File: src/rtl/program_loader_if.sv
// ---------------------------------------------------------------------------
// program_loader_if
//   Byte-stream input and program-memory write port of the program loader.
//   Signal names are given from the loader's point of view.
//
//   i_rx_data    : received byte, valid only while i_rx_valid is high
//   i_rx_valid   : one-cycle strobe, one byte per strobe
//   o_wr_address : program memory write address
//   o_wr_data    : program memory write data
//   o_wr_enb     : program memory write strobe, one cycle per word
//
//   Modports:
//     slave  - the loader: consumes the byte stream, drives the write port
//     master - the environment: drives the byte stream, observes the writes
// ---------------------------------------------------------------------------
interface program_loader_if #(
    parameter int NB_INSTRUCTION = 16,
    parameter int NB_ADDR        = 11,
    parameter int NB_BYTE        = 8
);
    logic [NB_BYTE-1:0]        i_rx_data;
    logic                      i_rx_valid;
    logic [NB_ADDR-1:0]        o_wr_address;
    logic [NB_INSTRUCTION-1:0] o_wr_data;
    logic                      o_wr_enb;

    modport slave (
        input  i_rx_data,
        input  i_rx_valid,
        output o_wr_address,
        output o_wr_data,
        output o_wr_enb
    );

    modport master (
        output i_rx_data,
        output i_rx_valid,
        input  o_wr_address,
        input  o_wr_data,
        input  o_wr_enb
    );
endinterface

File: src/rtl/program_loader.sv
// ---------------------------------------------------------------------------
// program_loader
//   Fills instruction memory from a byte stream. Bytes are paired high byte
//   first into NB_INSTRUCTION-bit words, written to consecutive addresses
//   starting at 0. The CPU is held in reset until a HALT word (opcode 0) has
//   been written. Filling the last address without a HALT is an error.
//
//   Ports:
//     i_clock     : system clock, rising edge
//     i_reset     : synchronous active-high reset
//     i_load_req  : one-cycle pulse, restarts a load from DONE or ERROR
//     io_bus      : byte stream in / program memory write port (slave side)
//     o_cpu_reset : high while loading, releases the CPU after HALT
//     o_load_done : high while in DONE
//     o_error     : high while in ERROR (memory full without HALT)
// ---------------------------------------------------------------------------
module program_loader #(
    parameter int NB_INSTRUCTION = 16,
    parameter int NB_ADDR        = 11,
    parameter int NB_OPCODE      = 5,
    parameter int NB_BYTE        = 8
) (
    input  logic                    i_clock,
    input  logic                    i_reset,
    input  logic                    i_load_req,
    program_loader_if.slave         io_bus,
    output logic                    o_cpu_reset,
    output logic                    o_load_done,
    output logic                    o_error
);

    localparam logic [NB_ADDR-1:0] ADDR_LAST = {NB_ADDR{1'b1}};

    typedef enum logic [2:0] {
        S_WAIT_HI,
        S_WAIT_LO,
        S_WRITE,
        S_DONE,
        S_ERROR
    } state_t;

    state_t                    r_state;
    logic [NB_ADDR-1:0]        r_addr;
    logic [NB_BYTE-1:0]        r_hi;
    logic [NB_ADDR-1:0]        r_wr_address;
    logic [NB_INSTRUCTION-1:0] r_wr_data;
    logic                      r_wr_enb;
    logic                      r_cpu_reset;
    logic                      r_load_done;
    logic                      r_error;

    state_t                    w_state_nxt;
    logic [NB_ADDR-1:0]        w_addr_nxt;
    logic [NB_BYTE-1:0]        w_hi_nxt;
    logic [NB_ADDR-1:0]        w_wr_address_nxt;
    logic [NB_INSTRUCTION-1:0] w_wr_data_nxt;
    logic                      w_wr_enb_nxt;
    logic                      w_cpu_reset_nxt;
    logic                      w_load_done_nxt;
    logic                      w_error_nxt;
    logic                      w_is_halt;

    // The word being written this cycle is the one held on the write port.
    assign w_is_halt = (r_wr_data[NB_INSTRUCTION-1 -: NB_OPCODE] == '0);

    always_comb begin
        w_state_nxt      = r_state;
        w_addr_nxt       = r_addr;
        w_hi_nxt         = r_hi;
        w_wr_address_nxt = r_wr_address;
        w_wr_data_nxt    = r_wr_data;
        w_wr_enb_nxt     = 1'b0;
        w_cpu_reset_nxt  = r_cpu_reset;
        w_load_done_nxt  = r_load_done;
        w_error_nxt      = r_error;

        case (r_state)
            S_WAIT_HI: begin
                if (io_bus.i_rx_valid) begin
                    w_hi_nxt    = io_bus.i_rx_data;
                    w_state_nxt = S_WAIT_LO;
                end
            end

            S_WAIT_LO: begin
                if (io_bus.i_rx_valid) begin
                    w_wr_data_nxt    = {r_hi, io_bus.i_rx_data};
                    w_wr_address_nxt = r_addr;
                    w_wr_enb_nxt     = 1'b1;
                    w_state_nxt      = S_WRITE;
                end
            end

            S_WRITE: begin
                if (w_is_halt) begin
                    w_cpu_reset_nxt = 1'b0;
                    w_load_done_nxt = 1'b1;
                    w_state_nxt     = S_DONE;
                end else if (r_addr == ADDR_LAST) begin
                    // Counter saturates here; never wraps back to 0.
                    w_error_nxt = 1'b1;
                    w_state_nxt = S_ERROR;
                end else begin
                    w_addr_nxt = r_addr + 1'b1;
                    // A byte arriving during the write slot is the next
                    // high byte, so back-to-back streams lose nothing.
                    if (io_bus.i_rx_valid) begin
                        w_hi_nxt    = io_bus.i_rx_data;
                        w_state_nxt = S_WAIT_LO;
                    end else begin
                        w_state_nxt = S_WAIT_HI;
                    end
                end
            end

            S_DONE, S_ERROR: begin
                // Bytes are ignored here; a restart request wins over a
                // byte strobe in the same cycle and the byte is dropped.
                if (i_load_req) begin
                    w_addr_nxt      = '0;
                    w_load_done_nxt = 1'b0;
                    w_error_nxt     = 1'b0;
                    w_cpu_reset_nxt = 1'b1;
                    w_state_nxt     = S_WAIT_HI;
                end
            end

            default: begin
                w_state_nxt = S_WAIT_HI;
            end
        endcase
    end

    always_ff @(posedge i_clock) begin
        if (i_reset) begin
            r_state      <= S_WAIT_HI;
            r_addr       <= '0;
            r_hi         <= '0;
            r_wr_address <= '0;
            r_wr_data    <= '0;
            r_wr_enb     <= 1'b0;
            r_cpu_reset  <= 1'b1;
            r_load_done  <= 1'b0;
            r_error      <= 1'b0;
        end else begin
            r_state      <= w_state_nxt;
            r_addr       <= w_addr_nxt;
            r_hi         <= w_hi_nxt;
            r_wr_address <= w_wr_address_nxt;
            r_wr_data    <= w_wr_data_nxt;
            r_wr_enb     <= w_wr_enb_nxt;
            r_cpu_reset  <= w_cpu_reset_nxt;
            r_load_done  <= w_load_done_nxt;
            r_error      <= w_error_nxt;
        end
    end

    assign io_bus.o_wr_address = r_wr_address;
    assign io_bus.o_wr_data    = r_wr_data;
    assign io_bus.o_wr_enb     = r_wr_enb;
    assign o_cpu_reset         = r_cpu_reset;
    assign o_load_done         = r_load_done;
    assign o_error             = r_error;

endmodule
File: src/flat_wrapper.sv
// flat-port wrapper written by rule: the top's interface ports become plain ports
module program_loader_flat 
#(
    parameter int NB_INSTRUCTION = 16,
    parameter int NB_ADDR        = 11,
    parameter int NB_OPCODE      = 5,
    parameter int NB_BYTE        = 8
)
  (i_clock, i_reset, i_load_req, o_cpu_reset, o_load_done, o_error, io_bus_i_rx_data, io_bus_i_rx_valid, io_bus_o_wr_address, io_bus_o_wr_data, io_bus_o_wr_enb);
  program_loader_if #(.NB_INSTRUCTION(NB_INSTRUCTION), .NB_ADDR(NB_ADDR), .NB_BYTE(NB_BYTE)) io_bus_i ();
  input  logic i_clock;
  input  logic i_reset;
  input  logic i_load_req;
  output logic o_cpu_reset;
  output logic o_load_done;
  output logic o_error;
  input wire logic [$bits(io_bus_i.i_rx_data)-1:0] io_bus_i_rx_data;
  input wire logic [$bits(io_bus_i.i_rx_valid)-1:0] io_bus_i_rx_valid;
  output wire logic [$bits(io_bus_i.o_wr_address)-1:0] io_bus_o_wr_address;
  output wire logic [$bits(io_bus_i.o_wr_data)-1:0] io_bus_o_wr_data;
  output wire logic [$bits(io_bus_i.o_wr_enb)-1:0] io_bus_o_wr_enb;
  assign io_bus_i.i_rx_data = io_bus_i_rx_data;
  assign io_bus_i.i_rx_valid = io_bus_i_rx_valid;
  assign io_bus_o_wr_address = io_bus_i.o_wr_address;
  assign io_bus_o_wr_data = io_bus_i.o_wr_data;
  assign io_bus_o_wr_enb = io_bus_i.o_wr_enb;
  program_loader #(.NB_INSTRUCTION(NB_INSTRUCTION), .NB_ADDR(NB_ADDR), .NB_OPCODE(NB_OPCODE), .NB_BYTE(NB_BYTE)) u_core (.i_clock(i_clock), .i_reset(i_reset), .i_load_req(i_load_req), .io_bus(io_bus_i), .o_cpu_reset(o_cpu_reset), .o_load_done(o_load_done), .o_error(o_error));
endmodule
File: config.mk
export PLATFORM = sky130hd
export DESIGN_NAME = program_loader_flat
export DESIGN_NICKNAME = d
export VERILOG_FILES = /design/src/rtl/program_loader_if.sv /design/src/rtl/program_loader.sv /design/src/flat_wrapper.sv
export SDC_FILE = /design/constraint.sdc
export NUM_CORES = 1
export LEC_CHECK = 0
export ABC_AREA = 1
export CORE_MARGIN = 2
export CORE_UTILIZATION = 35
export DETAILED_ROUTE_END_ITERATION = 16
export PLACE_DENSITY = 0.59
export SYNTH_ARGS = -nofsm -noshare
export SYNTH_HDL_FRONTEND = slang
export SYNTH_SLANG_ARGS = --single-unit
export TNS_END_PERCENT = 100
File: constraint.sdc
create_clock -name i_clock -period 2.2 [get_ports i_clock]
set_clock_uncertainty 0.2 [all_clocks]
set_input_delay 0.33 -clock i_clock [delete_from_list [all_inputs] [get_ports i_clock]]
set_output_delay 0.33 -clock i_clock [all_outputs]
set_load 0.01 [all_outputs]
==> metrics.yaml <==
drv_slew: 0
core_sq_um: 6420
route.met2.wl_mm: 2.65
r2r_start: "u_core.r_addr[1]"
slew_headroom: 0.621
fin_tns_setup_ns: 0
holdPathStages: 2
yosysSeqAreaShare: 0.450
setup_viol: 0
layout-drive-gt1-share: 0.0806
wl_met3_um: 286
r2r_slack_ns: 0.33
cts_tree: "done"
cts.reportedPaths.clkPinSlew_ns: 0.10
avgSynthCellArea_sq_um: 7.19
worst_slew_pin_slew_ns: 0.568
grt_antenna_before_repair: 0
postRouteAntennaNets: 0
cp_max_fo: 16
avgRoutedWirePerCell_um: 12.7
arrival_ns: 1.93
p_leak_nw: 1.08
period_share: 0.850
powerDensity_nw_per_um2: 623
dpl.cell_count: 441
gp_congestion: 0.867
startpoint_type: "flop"
grt_max_degree: 41
postCtsSetupRepairBufs: 0
vdd_drop_max_mv: 0.323
die_height_um: 86.1
num_vias: 2194
route.detailed.drc: 0
min_period_ns: 1.87
rr_worst_depth: 9
rows: 29
r2r-end: "u_core.r_hi[6]"
cts_made_buffers: 5
regArea_sq_um: 1060
ys_types: 28
crit_chain: "ha_1, nand3_2, nor2_4, nand3_2, nand2_2, nand2_2, nand3b_1, nand2_1, nor2_1"
initial_core_util: 0.367
drt_iter0_drc: 80
hold_buffers: 0
end_kind: "flop"
final_hold_viol_count: 0
fp.dieArea_sq_um: 7410
grt_pass1_wl_mm: 9.52
wl_mm: 5.70
fp.dieW_um: 86.1
syn_to_final_growth_pct: 26.1
timing.fmax_mhz: 535
min_from: "u_core.io_bus.o_wr_address[3]"
worstPathRequired_ns: 2.26
synth-warning-count: 0
hold_class: "flop to flop"
worst_path_max_delay_cell: "dfxtp_1"
synth.ff_latch_count: 53
status: "completed"
nFillCells: 675
grt_overflow: 0
clock-root-buffer: "clkbuf_8"
clk_latency_ns: 0.32
dpl.hpwl_mm: 3.95
drt-met1-wl_mm: 2.71
cts_sinks: 53
cts_buffer_depth: 2
pin_count: 43
dr.pass1.iters: 5
cts_resized: 0
cpPeakStageDelay_ns: 0.41
syn_area_sq_um: 2360
dr.max_layer_used: "met4"
syn-instance-count: 328
diodes: 0
crit_type: "flop to flop"
drv_cap: 0
min_to: "u_core.io_bus.o_wr_address[3]"
stdcell_count: 449
grt_pass1_vias: 2077
multiInputGateArea_sq_um: 1140
track_usage: 0.160
io_buffers: 42
htreeDepth: 2
viasPerCell: 4.89
synth_fp_nets: 341
fin_nets: 384
rsz0062_at_grt: "no"
==> cells in the mapped netlist <==
| library cell | number | area share |
|---|---|---|
| o21ai_0 | 4 | 0.0085 |
| nand2_2 | 2 | 0.0053 |
| nor2_2 | 1 | 0.0027 |
| clkinv_1 | 1 | 0.0016 |
| buf_6 | 1 | 0.0048 |
| dfxtp_1 | 53 | 0.45 |
| o22ai_1 | 1 | 0.0027 |
| nor3_1 | 1 | 0.0021 |
| xor2_1 | 3 | 0.011 |
| xnor2_1 | 1 | 0.0037 |
| clkbuf_1 | 8 | 0.013 |
| nor2_4 | 3 | 0.014 |
| inv_1 | 17 | 0.027 |
| nor2_1 | 31 | 0.049 |
| buf_2 | 6 | 0.013 |
| ha_1 | 1 | 0.0053 |
| nor3b_1 | 1 | 0.0032 |
| nand2_1 | 91 | 0.14 |
| o21bai_1 | 1 | 0.0032 |
| o21ai_2 | 1 | 0.0037 |
| nand4_1 | 2 | 0.0053 |
| nor3_4 | 1 | 0.0069 |
| nand3_2 | 2 | 0.0085 |
| nand3b_1 | 8 | 0.025 |
| buf_4 | 1 | 0.0032 |
| inv_2 | 2 | 0.0032 |
| nand3_1 | 35 | 0.074 |
| a21oi_1 | 49 | 0.10 |
==> power breakdown <==
group | internal (mW) | switching, mW | total [mW]
logic | 0.105 | 0.149 | 0.255
registers | 0.996 | 0.0248 | 1.02
clock network | 0.227 | 0.350 | 0.577
==> per-layer routing <==
| metal | vias up | GRT usage |
|---|---|---|
| li1 | 1155 | - |
| met4 | 0 | 0.0433 |
| met5 | - | 0 |
| met3 | 5 | 0.0423 |
| met2 | 45 | 0.268 |
| met1 | 989 | 0.204 |
==> critical path, delay by kind of cell (launching register included) <==
family        cells  cell delay, ns
simple gates      8            0.97
fa+ha+maj         1            0.23
flops             1            0.41
==> area by class of cell <==
type | count | area share
Clock buffer | 5 | 0.0231
Clock inverter | 3 | 0.00715
Inverter | 20 | 0.0253
Multi-Input combinational cell | 239 | 0.384
Sequential cell | 53 | 0.357
Tap cell | 77 | 0.0324
Timing Repair Buffer | 52 | 0.171
==> worst max path at each step <==
stage | from | endpoint | slack [ns] | cells past startpoint
final | u_core.r_addr[1] | u_core.r_hi[6] | 0.33 | 9
after CTS | u_core.r_addr[1] | u_core.r_hi[6] | 0.30 | 9
after detailed placement | i_load_req | u_core.r_addr[5] | 0.24 | 7
after floorplan | u_core.r_addr[0] | u_core.r_hi[0] | 0.44 | 9
after global placement | i_load_req | u_core.r_addr[6] | 0.25 | 7
after global routing | u_core.r_addr[1] | u_core.r_hi[0] | 0.11 | 9
==> layout by cell type (no fill, tap or decap) <==
cell and instances:
a21oi_1 49, buf_12 1, buf_4 9, clkbuf_8 5, clkdlybuf4s50_1 42, clkinv_1 1, clkinv_2 1, clkinvlp_4 1
dfxtp_1 53, ha_1 1, inv_1 17, inv_2 2, inv_6 1, nand2_1 91, nand2_2 2, nand3_1 35
nand3_2 2, nand3b_1 8, nand4_1 2, nor2_1 31, nor2_2 1, nor2_4 3, nor3_1 1, nor3_4 1
nor3b_1 1, o21ai_0 4, o21ai_2 1, o21bai_1 1, o22ai_1 1, xnor2_1 1, xor2_1 3
==> through the flow <==
step	hold WS [ns]	utilization	setup slack, ns	area (sq um)	power (mW)
3_5_place_dp	0.253	0.449	0.238	2880	1.30
6_report	0.263	0.463	0.330	2970	1.85
4_1_cts	0.269	0.463	0.302	2970	1.88
5_1_grt	0.280	0.463	0.114	2970	1.94
3_3_place_gp	0.250	0.449	0.254	2880	1.30
2_1_floorplan	0.252	-	0.440	2360	1.20
==> sequential cells by signal, summed over array words and instances, names as in the netlist <==
register,cells
u_core.io_bus.o_wr_data,16
u_core.o_load_done,1
u_core.r_hi,8
u_core.io_bus.o_wr_enb,1
u_core.o_cpu_reset,1
u_core.r_state,3
u_core.o_error,1
u_core.io_bus.o_wr_address,11
u_core.r_addr,11
==> kinds of logic after synthesis <==
family                     count (synthesis)  share of synthesized area
and+or+nand+nor                          178                      0.342
xor gates and xnor gates                   4                     0.0149
AOI/OAI and AO/OA                         56                      0.122
buffers and inverters                     36                     0.0653
adders and majority gates                  1                    0.00531
DFF                                       53                      0.450
(Power assumes the default switching activity.)
